## src/rtl/execute_stage.sv

```systemverilog
// ---------------------------------------------------------------------------
// execute_stage
// MIPS EX stage: ALU, branch-target adder, destination-register mux and an
// iterative shift-add MULT/MULTU unit with HI/LO registers. Every output
// towards MEM is registered in the EX/MEM pipeline register.
//
// Ports
//   clk, reset            clock, synchronous active-high reset
//   in_data_a/in_data_b   rs / rt operands
//   in_imm, in_shamt      sign-extended immediate, shift amount
//   in_pc_next            PC+4 of the instruction in EX
//   in_rt, in_rd          candidate destination indices
//   alu_op, alu_src       ALU operation, B-operand select (1: immediate)
//   reg_dst               destination select (1: rd)
//   in_memory_bus         MEM control, passed through
//   in_writeBack_bus      WB control, passed through
//   halt_flag_e, flush    halt marker, branch-taken kill
//   stall                 upstream must hold its inputs (multiply busy)
//   out_*                 EX/MEM register contents
// ---------------------------------------------------------------------------
module execute_stage #(
    parameter int len         = 32,
    parameter int NB          = 5,
    parameter int len_mem_bus = 9,
    parameter int len_wb_bus  = 2
) (
    input  logic                   clk,
    input  logic                   reset,
    input  logic [len-1:0]         in_data_a,
    input  logic [len-1:0]         in_data_b,
    input  logic [len-1:0]         in_imm,
    input  logic [4:0]             in_shamt,
    input  logic [len-1:0]         in_pc_next,
    input  logic [NB-1:0]          in_rt,
    input  logic [NB-1:0]          in_rd,
    input  logic [3:0]             alu_op,
    input  logic                   alu_src,
    input  logic                   reg_dst,
    input  logic [len_mem_bus-1:0] in_memory_bus,
    input  logic [len_wb_bus-1:0]  in_writeBack_bus,
    input  logic                   halt_flag_e,
    input  logic                   flush,
    output logic                   stall,
    output logic [len-1:0]         out_addr_mem,
    output logic [len-1:0]         out_write_data,
    output logic [len_mem_bus-1:0] out_memory_bus,
    output logic [len_wb_bus-1:0]  out_writeBack_bus,
    output logic [NB-1:0]          out_write_reg,
    output logic                   out_zero_flag,
    output logic [len-1:0]         out_pc_branch,
    output logic                   out_halt_flag
);

    typedef enum logic {IDLE, MUL} state_t;

    localparam logic [3:0] OP_MULT  = 4'd12;
    localparam logic [3:0] OP_MULTU = 4'd13;

    // Magnitude of a two's-complement value; -2^(len-1) maps to 2^(len-1).
    function automatic logic [len-1:0] f_magnitude(input logic signed [len-1:0] v);
        return v[len-1] ? (~v + len'(1)) : v;
    endfunction

    // Re-apply the product sign to the unsigned accumulator.
    function automatic logic [2*len-1:0] f_apply_sign(input logic [2*len-1:0] mag,
                                                      input logic neg);
        return neg ? (~mag + (2*len)'(1)) : mag;
    endfunction

    state_t               r_state, w_state_next;
    logic [4:0]           r_count;
    logic [len-1:0]       r_hi, r_lo;
    logic [2*len-1:0]     r_acc, r_mcand;
    logic [len-1:0]       r_mplier;
    logic                 r_neg;

    logic [len-1:0]       w_b;
    logic signed [len-1:0] w_a_s, w_b_s, w_rt_s;
    logic [len-1:0]       w_result;
    logic [NB-1:0]        w_dest;
    logic                 w_mul_op, w_start, w_done, w_stall;
    logic [2*len-1:0]     w_acc_next;

    assign w_b      = alu_src ? in_imm : in_data_b;
    assign w_a_s    = in_data_a;
    assign w_b_s    = w_b;
    assign w_rt_s   = in_data_b;
    assign w_dest   = reg_dst ? in_rd : in_rt;
    assign w_mul_op = (alu_op == OP_MULT) || (alu_op == OP_MULTU);

    always_comb begin
        w_result = '0;
        case (alu_op)
            4'd0:    w_result = in_data_a + w_b;
            4'd1:    w_result = in_data_a - w_b;
            4'd2:    w_result = in_data_a & w_b;
            4'd3:    w_result = in_data_a | w_b;
            4'd4:    w_result = in_data_a ^ w_b;
            4'd5:    w_result = ~(in_data_a | w_b);
            4'd6:    w_result = {{(len-1){1'b0}}, (w_a_s < w_b_s)};
            4'd7:    w_result = {{(len-1){1'b0}}, (in_data_a < w_b)};
            4'd8:    w_result = in_data_b << in_shamt;
            4'd9:    w_result = in_data_b >> in_shamt;
            4'd10:   w_result = w_rt_s >>> in_shamt;
            4'd11:   w_result = {w_b[len-17:0], 16'h0000};
            4'd14:   w_result = r_hi;
            4'd15:   w_result = r_lo;
            default: w_result = '0;
        endcase
    end

    // Multiply control. Flush wins over both starting and continuing.
    always_comb begin
        w_state_next = r_state;
        w_start      = 1'b0;
        w_done       = 1'b0;
        w_stall      = 1'b0;
        case (r_state)
            IDLE: begin
                if (w_mul_op && !flush) begin
                    w_start      = 1'b1;
                    w_stall      = 1'b1;
                    w_state_next = MUL;
                end
            end
            MUL: begin
                if (flush) begin
                    w_state_next = IDLE;
                end else if (r_count == 5'd31) begin
                    w_done       = 1'b1;
                    w_state_next = IDLE;
                end else begin
                    w_stall = 1'b1;
                end
            end
            default: w_state_next = IDLE;
        endcase
    end

    assign stall      = w_stall && !reset;
    assign w_acc_next = r_acc + (r_mplier[0] ? r_mcand : '0);

    always_ff @(posedge clk) begin
        if (reset) begin
            r_state <= IDLE;
            r_count <= '0;
            r_hi    <= '0;
            r_lo    <= '0;
        end else begin
            r_state <= w_state_next;
            if (w_start)
                r_count <= '0;
            else if (r_state == MUL)
                r_count <= r_count + 5'd1;
            if (w_done)
                {r_hi, r_lo} <= f_apply_sign(w_acc_next, r_neg);
        end
    end

    // Shift-add datapath: multiplicand moves left, multiplier right.
    always_ff @(posedge clk) begin
        if (w_start) begin
            r_acc <= '0;
            if (alu_op == OP_MULT) begin
                r_mcand  <= {{len{1'b0}}, f_magnitude(in_data_a)};
                r_mplier <= f_magnitude(in_data_b);
                r_neg    <= in_data_a[len-1] ^ in_data_b[len-1];
            end else begin
                r_mcand  <= {{len{1'b0}}, in_data_a};
                r_mplier <= in_data_b;
                r_neg    <= 1'b0;
            end
        end else if (r_state == MUL) begin
            r_acc    <= w_acc_next;
            r_mcand  <= r_mcand << 1;
            r_mplier <= r_mplier >> 1;
        end
    end

    // EX/MEM pipeline register; stall or flush inserts a bubble.
    always_ff @(posedge clk) begin
        if (reset || flush || w_stall) begin
            out_addr_mem      <= '0;
            out_write_data    <= '0;
            out_memory_bus    <= '0;
            out_writeBack_bus <= '0;
            out_write_reg     <= '0;
            out_zero_flag     <= 1'b0;
            out_pc_branch     <= '0;
            out_halt_flag     <= 1'b0;
        end else begin
            out_addr_mem      <= w_result;
            out_write_data    <= in_data_b;
            out_memory_bus    <= in_memory_bus;
            out_writeBack_bus <= in_writeBack_bus;
            out_write_reg     <= w_dest;
            out_zero_flag     <= (w_result == '0);
            out_pc_branch     <= in_pc_next + (in_imm << 2);
            out_halt_flag     <= halt_flag_e;
        end
    end

endmodule
```

## config.mk

```make
export PLATFORM = sky130hd
export DESIGN_NAME = execute_stage
export DESIGN_NICKNAME = d
export VERILOG_FILES = /design/src/rtl/execute_stage.sv
export SDC_FILE = /design/constraint.sdc
export NUM_CORES = 1
export LEC_CHECK = 0
export BUFFER_PORTS_ARGS = -buffer_cell sky130_fd_sc_hd__clkbuf_2
export CAP_MARGIN = 20
export CELL_PAD_IN_SITES_DETAIL_PLACEMENT = 0
export CELL_PAD_IN_SITES_GLOBAL_PLACEMENT = 1
export CORE_AREA = 5 5 323 325
export DETAILED_ROUTE_END_ITERATION = 7
export DIE_AREA = 0 0 328 330
export GPL_TIMING_DRIVEN = 0
export PLACE_DENSITY = 0.56
export SLEW_MARGIN = 20
export SYNTH_ARGS = -nofsm -noshare
export SYNTH_HDL_FRONTEND = slang
export SYNTH_SLANG_ARGS = --single-unit
```

## constraint.sdc

```tcl
create_clock -name clk -period 8.3 [get_ports clk]
set_input_delay 1.66 -clock clk [delete_from_list [all_inputs] [get_ports clk]]
set_output_delay 1.66 -clock clk [all_outputs]
set_load 0.1 [all_outputs]
```

======== Yosys cells after proc, flatten, opt, wreduce, memory -nomap -nowiden ========
Index checks and enable logic that the tools add are counted.
W data, S select, Z words.
operators by class
  order comparisons ....................... 2
  shift-type cells ........................ 3
  mux-type cells .......................... 21
  reductions and logical operators ........ 11
  equal/unequal tests ..................... 16
  bitwise logic cells ..................... 9
  add/subtract/negate cells ............... 8
operators by type and width
  kind                     number
  $pmux W32 S14            1
  $mux W64                 4
  $mux W32                 7
  $not A32 Y32             3
  $add A32 B2 Y32 const B  2
  $add A32 B32 Y32         2
  $add A64 B1 Y64 const B  1
  $add A64 B64 Y64         1
  $lt A32 B32 Y1           2
  $not A64 Y64             1
  $and A32 B32 Y32         1
  $eq A4 B4 Y1 const B     8
  $logic_not A32 Y1        1
  $or A32 B32 Y32          1
  $shl A32 B5 Y32          1
  $shr A32 B5 Y32          1
  $sshr A32 B5 Y32         1
  $sub A32 B32 Y32         1
  $xor A32 B32 Y32         1
  $eq A4 B3 Y1 const B     4
  $eq A4 B2 Y1 const B     2
  $mux W1                  7
  $add A5 B1 Y5 const B    1
  $eq A5 B5 Y1 const B     1
  11 further kinds         15
storage, ports and cells
  register bits ........................... 345
  word-level logic and storage cells ...... 86
  output and inout bits ................... 115
  input port bits ......................... 164

======== Longest topological paths before layout ========
  depth in word-level cells ............... 6
  gate-level depth with buffers ........... 21
  mapped depth without buffers ............ 19

======== Worst setup path before layout ========
OpenSTA, ideal clock, no wires.
  path type ............................... input to register
  start point ............................. input port alu_src
  end point ............................... register out_zero_flag
  path buffers ............................ 4
  setup slack ............................. 2.035 ns
  stages .................................. 21
  data arrival time ....................... 6.173 ns
  required time ........................... 8.208 ns
  setup time .............................. 0.092 ns
  cell sequence ........................... clkbuf_1 > clkbuf_1 > buf_1 > mux2_2 > inv_1 > ha_1 > clkbuf_1 > a21oi_1 > o21ai_0 > a21oi_1 > nand4_1 > a211o_1 > nand3_1 > nand2_1 > a31oi_1 > nor2_1 > o21ai_0 > mux2i_1 > a2111oi_0 > o21ai_0 > nor4_1
on the way
  cells in the longest elaborated chain, start to end .. 5
  elaborated cells on any way between the ends .. 11
  those cells by class .................... add/sub (2); order compare (2); mux (2); bitwise (4); reduce/logical (1)
RTL lines
  item                                                                      line  source
  start: declaration                                                        37    input logic alu_src,
  $mux W32 (*)                                                              84    assign w_b = alu_src ? in_imm : in_data_b;
  parallel branches: the longest is 2 deep, another holds $sub A32 B32 Y32  n/a
  $pmux W32 S14 (*)                                                         93    case (alu_op)
  $logic_not A32 Y1 (*)                                                     197   out_zero_flag <= (w_result == '0);
  end signal: assignment                                                    197
  end: declaration                                                          49    output logic out_zero_flag,
Every way passes the cells marked *.
A chain may end at the register's enable or synchronous reset.

======== Worst setup path in the final report ========
Same ends and word-level chain as after synthesis.

==> out/summary.txt <==
cts hold-fix bufs: 0
f_max: 0.124 GHz
R2R setup slack: 1.21 ns
Crit path required time: 8.81 ns
maximum VDD drop: 0.156 mV
Final nets: 4436
Int Pwr: 0.00387 W
H-tree depth: 2
fin cells: 5483
combinational share of power: 0.368
Final Cycle Share: 0.973
WP buf/inv: 4
Finished Cell Area: 0.0350 mm^2
die area: 0.108 mm^2
Initial Utilization: 0.298
Power Total: 0.00646 W
number of cells on the critical path: 19
top cell type by total area after synthesis: dfxtp_1
sequential share of power: 0.293
Final Hold Viols: 0
Die Span Y: 330 um
Pre-antenna DRT Iters: 6
GRT Total Usage: 0.262
Unique masters post-synth: 112
layout cells sized above 1: 0.134
Skew-Pair Late Insertion Delay: 0.65 ns
Final Max Tran Viols: 0
clock power share: 0.339
Seq/Total Area, Yosys: 0.261
Syn. warnings: 0
antenna violations before repair: 14
Port Buffers: 270
CTS clk-pin slew, worst paths: 0.07 ns
global-route wire length before repair: 211000 um
Worst Path Arrival: 8.59 ns
syn_nets: 4108
static leakage: 14.0 nW
Synth Flop Type: dfxtp_1
Rows: 117
TNS Setup: 0 ns
CP max FO: 10
top-area cell type share of the netlist area: 0.165
clock root buffer: clkbuf_16
outcome: finished clean
Via density: 5.65
placed cell areas: 0.0333 mm^2
clk_skew: 0.0438 ns
Clock Sink Count: 345
CORE AREA: 0.101 mm^2
Avg WL per Cell: 27.1 um
filler cell count: 10945
clock buffer depth: 3
Setup violations, final: 0
DP HPWL: 121000 um
setup bufs post-CTS: 0
post-route ant nets: 0
crit start category: primary input
chip width: 328 um
placer congestion estimate: 0.973
largest net degree at the start of global routing: 73
Yosys reg bits: 345
# IOs: 279
Detailed Route WL: 149000 um
biggest registers after layout: r_acc: 64 flops, r_mcand: 64 flops
Mapped Avg Cell Area: 8.06 um^2
critical path class: primary input to flop
measured slew at the worst slew-check pin: 1.12 ns
Resized Gates After CTS: 0
via count: 30954
Cells after DPL: 5386
slew margin rel.: 0.251
Area contributors post-synth: dfxtp_1 16%, edfxtp_1 9.7%, ha_1 8.3%
CTS Buf Count: 47
number of synthesized flops with an enable pin: 97
Critical Path Sink Type: flop
R2R depth: 20
hold path depth: 2
Iteration-0 DRC Markers: 3158
gr ovfl total: 0
Tmin final: 8.07 ns
CP Cell Sequence: clkbuf_1, clkbuf_1, mux2i_1, ha_1, clkbuf_1, inv_1, o21ai_0, a31oi_1, a31oi_1, a31oi_1, a221oi_1, or3_1, a2111oi_0, o41ai_1, o21bai_1, a21oi_1, xnor2_1, o21ai_0, nor4_1
family with the most delay on the worst path: compound AO/OA/AOI/OAI gates
switch share: 0.401
number of global-route vias before repair: 29607
NetSw: 0.00259 W
Synth Cell Area: 0.0301 mm^2
post-route DRC violation count: 0
Cells after Synth: 3740
CTS tree: done
Worst Hold Class: flop to flop
pwr/cell area: 184 mW/mm^2
RSZ-0062 raised after global routing: no
Layout area overhead: 16.3%
Slowest Stage Delay on Critical Path: 0.92 ns
max_cap viols: 0
Worst path slowest cell: a221oi_1
Synth async-reset ratio: 0
stage by stage:
stage	util	setup slack, ns	hold slack (ns)
6_report	0.346	0.227	0.466
5_1_grt	0.346	0.133	0.494
4_1_cts	0.346	0.629	0.469
3_5_place_dp	0.329	-0.0620	0.454
3_3_place_gp	0.328	-0.223	0.444
2_1_floorplan	-	2.04	0.424
path summary, 6_finish.rpt:
path,from,endpoint
worst min-delay path,r_acc[37],r_acc[37]
worst min register to register,r_acc[37],r_acc[37]
worst max-delay path,alu_src,out_zero_flag
worst max register to register,r_mplier[0],r_hi[31]
cells in the mapped netlist (13+ instances only):
master / number
nor2_1: 389
a21oi_1: 310
nand2_1: 303
dfxtp_1: 248
clkbuf_1: 213
o21ai_0: 210
ha_1: 200
inv_1: 136
and2_1: 132
xnor2_1: 116
mux2i_1: 100
edfxtp_1: 97
xor2_1: 93
a211oi_1: 84
nor3_1: 80
nand3_1: 60
nor2b_1: 57
a22o_1: 49
a21o_1: 48
mux2_2: 44
mux4_2: 43
nand4_1: 39
a22oi_1: 35
o21bai_1: 34
nand2b_1: 33
o31ai_1: 33
o211ai_1: 31
a31oi_1: 30
or3_1: 28
buf_1: 27
nor4_1: 27
and3_1: 24
a221oi_1: 23
o21a_1: 21
o21ai_1: 15
o41ai_1: 15
o221ai_1: 14
a2111oi_0: 13
a221o_1: 13
o22ai_1: 13
o32ai_1: 13
power by group through the flow:
stage | registers, W | logic, W | clock network, W
floorplan | 0.00215 | 0.00136 | 0
global placement | 0.00193 | 0.00234 | 0
detailed placement | 0.00193 | 0.00233 | 0
CTS | 0.00190 | 0.00234 | 0.00224
global route | 0.00191 | 0.00253 | 0.00230
finish | 0.00190 | 0.00238 | 0.00219
metal layers:
metal | global-route usage | routed length [um] | vias to the layer above
li1 | - | - | 14365
met1 | 0.354 | 65000 | 15136
met2 | 0.428 | 67800 | 1214
met3 | 0.0419 | 10400 | 233
met4 | 0.0874 | 5520 | 6
met5 | 0 | 31 | -
worst reg2reg max path, cell delays in order (launching register included):
cell,delay [ns]
edfxtp_1,0.34
clkbuf_2,0.44
clkbuf_1,0.69
and2_1,0.24
ha_1,0.20
inv_1,0.07
fa_1,0.41
nor2b_1,0.20
o211ai_1,0.13
a21oi_2,0.25
o21ai_0,0.19
a21oi_1,0.46
a31oi_1,0.38
o41ai_1,0.82
xor2_1,0.33
nor3_1,0.50
nand4_1,0.44
o41ai_1,0.51
xnor2_1,0.17
nand2_1,0.08
a21oi_1,0.16
final cells by class:
class                           count  area (um^2)  share of cell area
Timing Repair Buffer              279         1430              0.0408
Antenna cell                        9         22.5            0.000643
Inverter                          139          527              0.0150
Clock inverter                     18          181             0.00518
Tap cell                         1368         1710              0.0488
Buffer                            268         1160              0.0330
Multi-Input combinational cell   2988        20600               0.589
Sequential cell                   345         7880               0.225
Clock buffer                       69         1500              0.0427
kinds of logic after synthesis:
family,count (synthesis),synth area share
muxes,187,0.0818
xor gates and xnor gates,209,0.0607
adders and majority gates,204,0.0857
buffers and inverters,407,0.0555
DFF,345,0.261
AOI/OAI and AO/OA,1131,0.251
and+or+nand+nor,1257,0.204
cell usage in the layout (no fill, tap or decap), types with 97 or more instances in the layout:
master	netlist	routed
mux2i_1	100	100
clkbuf_1	213	215
xnor2_1	116	116
nor2_1	389	389
nand2_1	303	303
edfxtp_1	97	97
inv_1	136	135
and2_1	132	132
a21oi_1	310	309
o21ai_0	210	207
ha_1	200	200
clkbuf_2	2	276
dfxtp_1	248	248
(Power assumes the default switching activity.)
